## src/rtl/usb_ulpi_tx_state_machine.sv

```systemverilog
`default_nettype none
// ----------------------------------------------------------------------------
// usb_ulpi_tx_state_machine : link-side ULPI transmit controller
// (TX CMD, nxt-paced payload, stp).
// Rev 1.0
// ----------------------------------------------------------------------------
module usb_ulpi_tx_state_machine #(
  parameter int NXT_TIMEOUT = 255
) (
  input  logic       clk,
  input  logic       n_rst,
  input  logic       tx_start,
  input  logic [3:0] tx_pid,
  input  logic       tx_pid_only,
  input  logic [7:0] tx_data,
  input  logic       tx_data_valid,
  input  logic       tx_last,
  output logic       tx_data_ready,
  output logic       tx_busy,
  output logic       tx_done,
  output logic       tx_abort,
  input  logic       dir,
  input  logic       nxt,
  output logic [7:0] ulpi_data_out,
  output logic       ulpi_data_oe,
  output logic       stp
);

  localparam int CNT_W = $clog2(NXT_TIMEOUT + 1);
  localparam logic [CNT_W-1:0] TIMEOUT_VAL = CNT_W'(NXT_TIMEOUT);

  typedef enum logic [2:0] {
    IDLE     = 3'd0,
    TX_CMD   = 3'd1,
    TX_DATA  = 3'd2,
    STOP     = 3'd3,
    ERR_STOP = 3'd4,
    WAIT_DIR = 3'd5
  } state_t;

  state_t           state;
  logic             pid_only_q;
  logic             last_q;
  logic [CNT_W-1:0] nxt_cnt;
  logic             pop;

  // A dir takeover suppresses the pop even when nxt and valid are high.
  always_comb begin
    pop = 1'b0;
    if (!dir && nxt && tx_data_valid) begin
      if (state == TX_CMD)
        pop = !pid_only_q;
      else if (state == TX_DATA)
        pop = !last_q;
    end
  end

  assign tx_data_ready = pop;
  assign tx_busy       = (state != IDLE);

  always_ff @(posedge clk or negedge n_rst) begin
    if (!n_rst) begin
      state         <= IDLE;
      pid_only_q    <= 1'b0;
      last_q        <= 1'b0;
      nxt_cnt       <= '0;
      ulpi_data_out <= 8'h00;
      ulpi_data_oe  <= 1'b0;
      stp           <= 1'b0;
      tx_done       <= 1'b0;
      tx_abort      <= 1'b0;
    end else begin
      tx_done  <= 1'b0;
      tx_abort <= 1'b0;
      case (state)
        IDLE: begin
          if (tx_start && !dir) begin
            pid_only_q    <= tx_pid_only;
            ulpi_data_out <= {4'h4, tx_pid};
            ulpi_data_oe  <= 1'b1;
            nxt_cnt       <= '0;
            state         <= TX_CMD;
          end
        end
        TX_CMD: begin
          if (dir) begin
            ulpi_data_out <= 8'h00;
            ulpi_data_oe  <= 1'b0;
            stp           <= 1'b0;
            tx_abort      <= 1'b1;
            state         <= WAIT_DIR;
          end else if (nxt) begin
            if (pid_only_q) begin
              ulpi_data_out <= 8'h00;
              stp           <= 1'b1;
              tx_done       <= 1'b1;
              state         <= STOP;
            end else if (tx_data_valid) begin
              ulpi_data_out <= tx_data;
              last_q        <= tx_last;
              state         <= TX_DATA;
            end else begin
              ulpi_data_out <= 8'hFF;
              stp           <= 1'b1;
              tx_abort      <= 1'b1;
              state         <= ERR_STOP;
            end
          end else if (nxt_cnt == TIMEOUT_VAL) begin
            ulpi_data_out <= 8'hFF;
            stp           <= 1'b1;
            tx_abort      <= 1'b1;
            state         <= ERR_STOP;
          end else begin
            nxt_cnt <= nxt_cnt + 1'b1;
          end
        end
        TX_DATA: begin
          if (dir) begin
            ulpi_data_out <= 8'h00;
            ulpi_data_oe  <= 1'b0;
            stp           <= 1'b0;
            tx_abort      <= 1'b1;
            state         <= WAIT_DIR;
          end else if (nxt) begin
            if (last_q) begin
              ulpi_data_out <= 8'h00;
              stp           <= 1'b1;
              tx_done       <= 1'b1;
              state         <= STOP;
            end else if (tx_data_valid) begin
              ulpi_data_out <= tx_data;
              last_q        <= tx_last;
            end else begin
              ulpi_data_out <= 8'hFF;
              stp           <= 1'b1;
              tx_abort      <= 1'b1;
              state         <= ERR_STOP;
            end
          end
        end
        STOP, ERR_STOP: begin
          // dir is deliberately ignored here so the stop cycle always completes.
          ulpi_data_out <= 8'h00;
          ulpi_data_oe  <= 1'b0;
          stp           <= 1'b0;
          state         <= IDLE;
        end
        WAIT_DIR: begin
          if (!dir)
            state <= IDLE;
        end
        default: begin
          ulpi_data_out <= 8'h00;
          ulpi_data_oe  <= 1'b0;
          stp           <= 1'b0;
          state         <= IDLE;
        end
      endcase
    end
  end

endmodule
`default_nettype wire
```

## config.mk

```make
export PLATFORM = sky130hd
export DESIGN_NAME = usb_ulpi_tx_state_machine
export DESIGN_NICKNAME = d
export VERILOG_FILES = /design/src/rtl/usb_ulpi_tx_state_machine.sv
export SDC_FILE = /design/constraint.sdc
export NUM_CORES = 1
export LEC_CHECK = 0
export ABC_CLOCK_PERIOD_IN_PS = 4300
export CORE_ASPECT_RATIO = 2
export CORE_MARGIN = 1
export CORE_UTILIZATION = 30
export CTS_CLUSTER_DIAMETER = 150
export DETAILED_ROUTE_END_ITERATION = 16
export PLACE_DENSITY = 0.48
export SLEW_MARGIN = 5
export SYNTH_ARGS = -nofsm -noshare
export SYNTH_HDL_FRONTEND = slang
export SYNTH_SLANG_ARGS = --single-unit
export TNS_END_PERCENT = 1
```

## constraint.sdc

```tcl
create_clock -name clk -period 4.3 [get_ports clk]
set_clock_uncertainty 0.2 [all_clocks]
set_input_delay 0.86 -clock clk [delete_from_list [all_inputs] [get_ports clk]]
set_output_delay 0.86 -clock clk [all_outputs]
set_load 0.02 [all_outputs]
```

## Word level (Yosys, flattened, before mapping)

Cells that the tools add are included.

| storage, ports and cells | value |
|---|---|
| logic and storage cells | 116 |
| flip-flop bits (word level) | 25 |
| output and inout bits | 14 |

| operators by class | value |
|---|---|
| bitwise operators | 2 |
| reduce and logical (&&, ||, !) cells | 19 |
| eq/ne operators | 18 |
| mux-type cells | 67 |
| add/sub/neg operators | 1 |

Operators by type and width:

| kind | number |
|---|---|
| two-way mux 8 bit | 13 |
| two-way mux 1 bit | 35 |
| two-way mux 3 bit | 11 |
| one-hot mux 8 bit (4 select lines) | 1 |
| inequality test 2 bit (second input constant) | 10 |
| one-hot mux 8 bit (2 select lines) | 1 |
| one-hot mux 3 bit (4 select lines) | 1 |
| AND reduction 5 bit | 2 |
| adder 8 x 1 -> 8 bit (second input constant) | 1 |
| == test 8 bit (second input constant) | 1 |
| AND reduction 7 bit | 1 |
| one-hot mux 1 bit (2 select lines) | 3 |
| one-hot mux 1 bit (3 select lines) | 2 |
| AND reduction 3 bit | 2 |
| inequality test 4 x 3 -> 1 bit (second input constant) | 1 |
| inequality test 4 bit (second input constant) | 1 |
| AND reduction 4 bit | 1 |
| nonzero test 2 bit | 2 |
| OR reduction 2 bit | 2 |
| == test 3 x 1 -> 1 bit (second input constant) | 1 |
| == test 3 x 2 -> 1 bit (second input constant) | 1 |
| == test 3 bit (second input constant) | 1 |
| logical AND 1 bit | 3 |
| logical NOT 1 bit | 3 |
| other kinds (6) | 7 |

## Longest topological paths before layout

| depth | value |
|---|---|
| depth in word-level cells | 5 |
| depth in mapped cells | 7 |

## Worst setup path after synthesis

Ideal clock, no wire load.

| timing | value |
|---|---|
| path type | input port to output port |
| from | input port dir |
| to | output port tx_data_ready |
| stages | 4 |
| arrival | 1.987 ns |
| required time | 3.240 ns |
| path slack | 1.253 ns |
| cells stage by stage | buf_1 -> nor2_1 -> nand3_1 -> a211oi_1 |

| on the way | value |
|---|---|
| word-level cells in the longest chain between the ends | 4 |

Ends and longest elaborated chain:

| item | line | text |
|---|---|---|
| start: declaration | 22 | `input logic dir,` |
| logical NOT 1 bit | n/a |  |
| logical AND 1 bit (2 in a row) | 50 | `if (!dir && nxt && tx_data_valid) begin` |
| two-way mux 1 bit | 50 |  |
| end: declaration | 18 | `output logic tx_data_ready,` |

Every way passes these cells.

## Worst setup path after layout

Ends and elaborated chain as after synthesis.

==> results.py <==
metrics = {
    "status": {
        "status": "complete, no violations",
    },
    "synth": {
        "synth_seq_cells": 25,
        "ys_warn_count": 0,
        "synthTopCellsByArea": "dfrtp_1, nand2b_1, nand2_1",
        "synth-adder-area-share_pct": 0.818,
        "async_flop_share_pct": 100,
        "avgSynthCellArea_um2": 8.74,
        "yosysSeqAreaShare_pct": 40.9,
        "synth-simple-area-share_pct": 27.1,
        "synth_area_mm2": 0.00153,
        "yosysTopAreaCell": "dfrtp_1",
        "synth_edf_count": 0,
        "synthXorXnorAreaFrac_pct": 2.86,
        "synth.top_cell.area_share_pct": 40.9,
        "netlist_instances": 175,
        "synth_cell_type_count": 42,
        "syn-num-nets": 196,
        "synth.mux.area_fraction_pct": 1.47,
        "synth_compound_area_share_pct": 22.6,
        "synth_ff_type": "dfrtp_1",
        "synth_top_family_by_area": "simple AND/OR/NAND/NOR gates",
    },
    "placed_design": {
        "dp_slack_ns": 0.637,
        "numPortBuffers": 33,
        "dp_hpwl_mm": 3.24,
        "place_congestion": 0.878,
    },
    "timing": {
        "max_slew.worst_pin.slew_ns": 0.607,
        "setup_violations": 0,
        "relSlewSlack_pct": 59.4,
        "setup_tns_ns": 0,
        "finalHoldViolCount": 0,
        "rsz0062_at_grt": "no",
        "post-route-period-util_pct": 85.2,
        "layout_setup_ws_ns": 0.636,
        "fmax_mhz": 273,
        "min_period_ns": 3.66,
        "finalMaxSlewViolations": 0,
    },
    "floorplan": {
        "initial_core_util_pct": 31.5,
        "rows": 36,
        "core_mm2": 0.00486,
        "io_pins": 34,
        "die_x_um": 52.5,
        "die_area_mm2": 0.00541,
        "die_h_um": 103,
    },
    "clocking": {
        "clock_path_buffers": 2,
        "insertion_delay_ns": 0.27,
        "cts_sinks": 25,
        "cts_tree": "done",
        "ctsResizeCount": 0,
        "root_buffer": "clkbuf_8",
        "cts_setup_buffers": 0,
        "h-tree-depth": 1,
        "path_clk_slew_ns": 0.09,
        "ctsHoldBuffers": 0,
        "cts_buffers": 3,
    },
    "critical_path": {
        "crit_type": "in -> out",
        "cp_data_required_time_ns": 3.24,
        "startpoint_type": "input pin",
        "cp_max_fo": 6,
        "cp.arrival_ns": 2.60,
        "end_kind": "output port",
    },
    "layout": {
        "area_growth_pct": 27.1,
        "n_antenna_cell": 0,
        "drive_above_1_share_pct": 7.84,
        "final_util_pct": 40.0,
        "nets": 226,
    },
    "global_routing": {
        "grt_pass1_vias": 1418,
        "track_usage_pct": 17.2,
        "grt_max_degree": 26,
        "overflow": 0,
        "grt_pass1_wl_mm": 6.76,
        "grt_antenna_before_repair": 0,
    },
    "min_path": {
        "hold_class": "reg -> reg",
    },
    "power": {
        "power_density_mw_per_mm2": 582,
        "combinationalPowerShare_pct": 50.7,
        "p_sw_share_pct": 44.6,
        "clkPwrFrac_pct": 12.6,
        "switching_power_mw": 0.506,
        "seq_power_share_pct": 36.8,
        "p_leak_nw": 0.767,
        "ir_drop_mv": 0.328,
        "finalPower_mw": 1.13,
        "p_int_mw": 0.627,
    },
    "detailed_routing": {
        "drc_errors": 0,
        "via_count": 1364,
        "wl_per_cell_um": 16.4,
        "drtIter0Drc": 29,
        "viasPerCell": 5.23,
        "totalWireLength_mm": 4.27,
        "firstDrtPassIters": 4,
        "ant_nets": 0,
    },
    "run": {
        "maxCapViolations": 0,
    },
}
==> path summary, 6_finish.rpt <==
path / end / slack [ns] / from / depth (start not counted)
hold / removal: ulpi_data_out[4] / 0.29 / ulpi_data_out[4] / 2
min in group asynchronous: ulpi_data_out[5] / 0.75 / n_rst / 2
setup / recovery: tx_data_ready / 0.64 / dir / 5
hold reg to reg: ulpi_data_out[4] / 0.29 / ulpi_data_out[4] / 2
setup reg to reg: state[0] / 1.83 / state[0] / 5
max in group asynchronous: stp / 2.89 / n_rst / 2
==> power by group through the flow <==
stage | sequential [mW] | clock (mW) | combinational [mW]
3_5_place_dp | 0.423 | 0 | 0.583
5_1_grt | 0.430 | 0.156 | 0.643
2_1_floorplan | 0.415 | 0 | 0.383
4_1_cts | 0.418 | 0.154 | 0.585
6_report | 0.416 | 0.143 | 0.574
3_3_place_gp | 0.420 | 0 | 0.578
==> registers in the layout, summed over array words and instances, names as in the netlist <==
register,count
state,3
tx_done,1
nxt_cnt,8
stp,1
ulpi_data_oe,1
tx_abort,1
pid_only_q,1
last_q,1
ulpi_data_out,8
==> final cells by class <==
class / count / area, um2
inverters: 3 / 11.3
clock buffers: 4 / 45.0
fillers: 514 / 2920
multi-input cells: 136 / 840
well taps: 57 / 71.3
repair buffers: 36 / 353
flip-flops and latches: 25 / 626
==> cell usage in the layout (no fill, tap or decap), drive strengths merged <==
| cell | instances |
|---|---|
| clkdlybuf4s50 | 33 |
| dfrtp | 25 |
| nand2 | 22 |
| o21ai | 21 |
| nand2b | 14 |
| nand3 | 12 |
| nor2 | 11 |
| a21oi | 10 |
| xnor2 | 5 |
| a211oi | 5 |
| a221oi | 4 |
| clkbuf | 4 |
| nor2b | 3 |
| and2 | 3 |
| inv | 3 |
| buf | 3 |
| nand4 | 2 |
| o21a | 2 |
| a21boi | 2 |
| a22o | 2 |
| a31oi | 2 |
| nor3 | 2 |
| nor3b | 2 |
| mux2 | 2 |
| and2b | 1 |
| and4b | 1 |
| nor4 | 1 |
| o32a | 1 |
| o211ai | 1 |
| a22oi | 1 |
| o21bai | 1 |
| and3 | 1 |
| a32o | 1 |
| ha | 1 |
==> through the flow <==
stage	hold slack, ns	cell area [um2]	cells
after floorplan	0.289	1530	175
after global placement	0.267	1900	257
after detailed placement	0.279	1900	257
after CTS	0.302	1950	261
after global routing	0.324	1950	261
final	0.293	1950	261
==> cells in the mapped netlist (2+ instances only) <==
library cell,instances
a21oi_1,10
and2_1,3
nand3_1,10
o21ai_1,8
a211oi_1,3
a31oi_1,2
o21ai_0,13
a221oi_1,4
buf_4,2
dfrtp_1,25
a22o_1,2
nand2b_1,14
nand3_2,2
a211oi_2,2
nand4_1,2
clkbuf_1,4
a21boi_1,2
nor2b_1,3
xnor2_1,5
o21a_1,2
buf_2,4
nand2_1,22
inv_1,3
nor2_1,10
==> layer usage <==
metal,track usage (%),up-vias,wire [um]
li1,-,676,-
met1,17.6,641,1610
met2,34.0,39,2410
met3,1.47,8,170
met4,6.68,0,76
met5,0,-,0
==> worst max-delay path: stages <==
cell and delay [ns]:
clkdlybuf4s50_1 0.41, nor2_1 0.32, nand3_1 0.12, a211oi_1 0.25, clkdlybuf4s50_1 0.64
==> cell families after synthesis <==
| group | Yosys count |
|---|---|
| fa+ha+maj | 1 |
| flops | 25 |
| buf+inv | 14 |
| compound gates | 53 |
| mux | 2 |
| simple gates | 75 |
| xor+xnor | 5 |
Power figures use the tool's default switching activity.
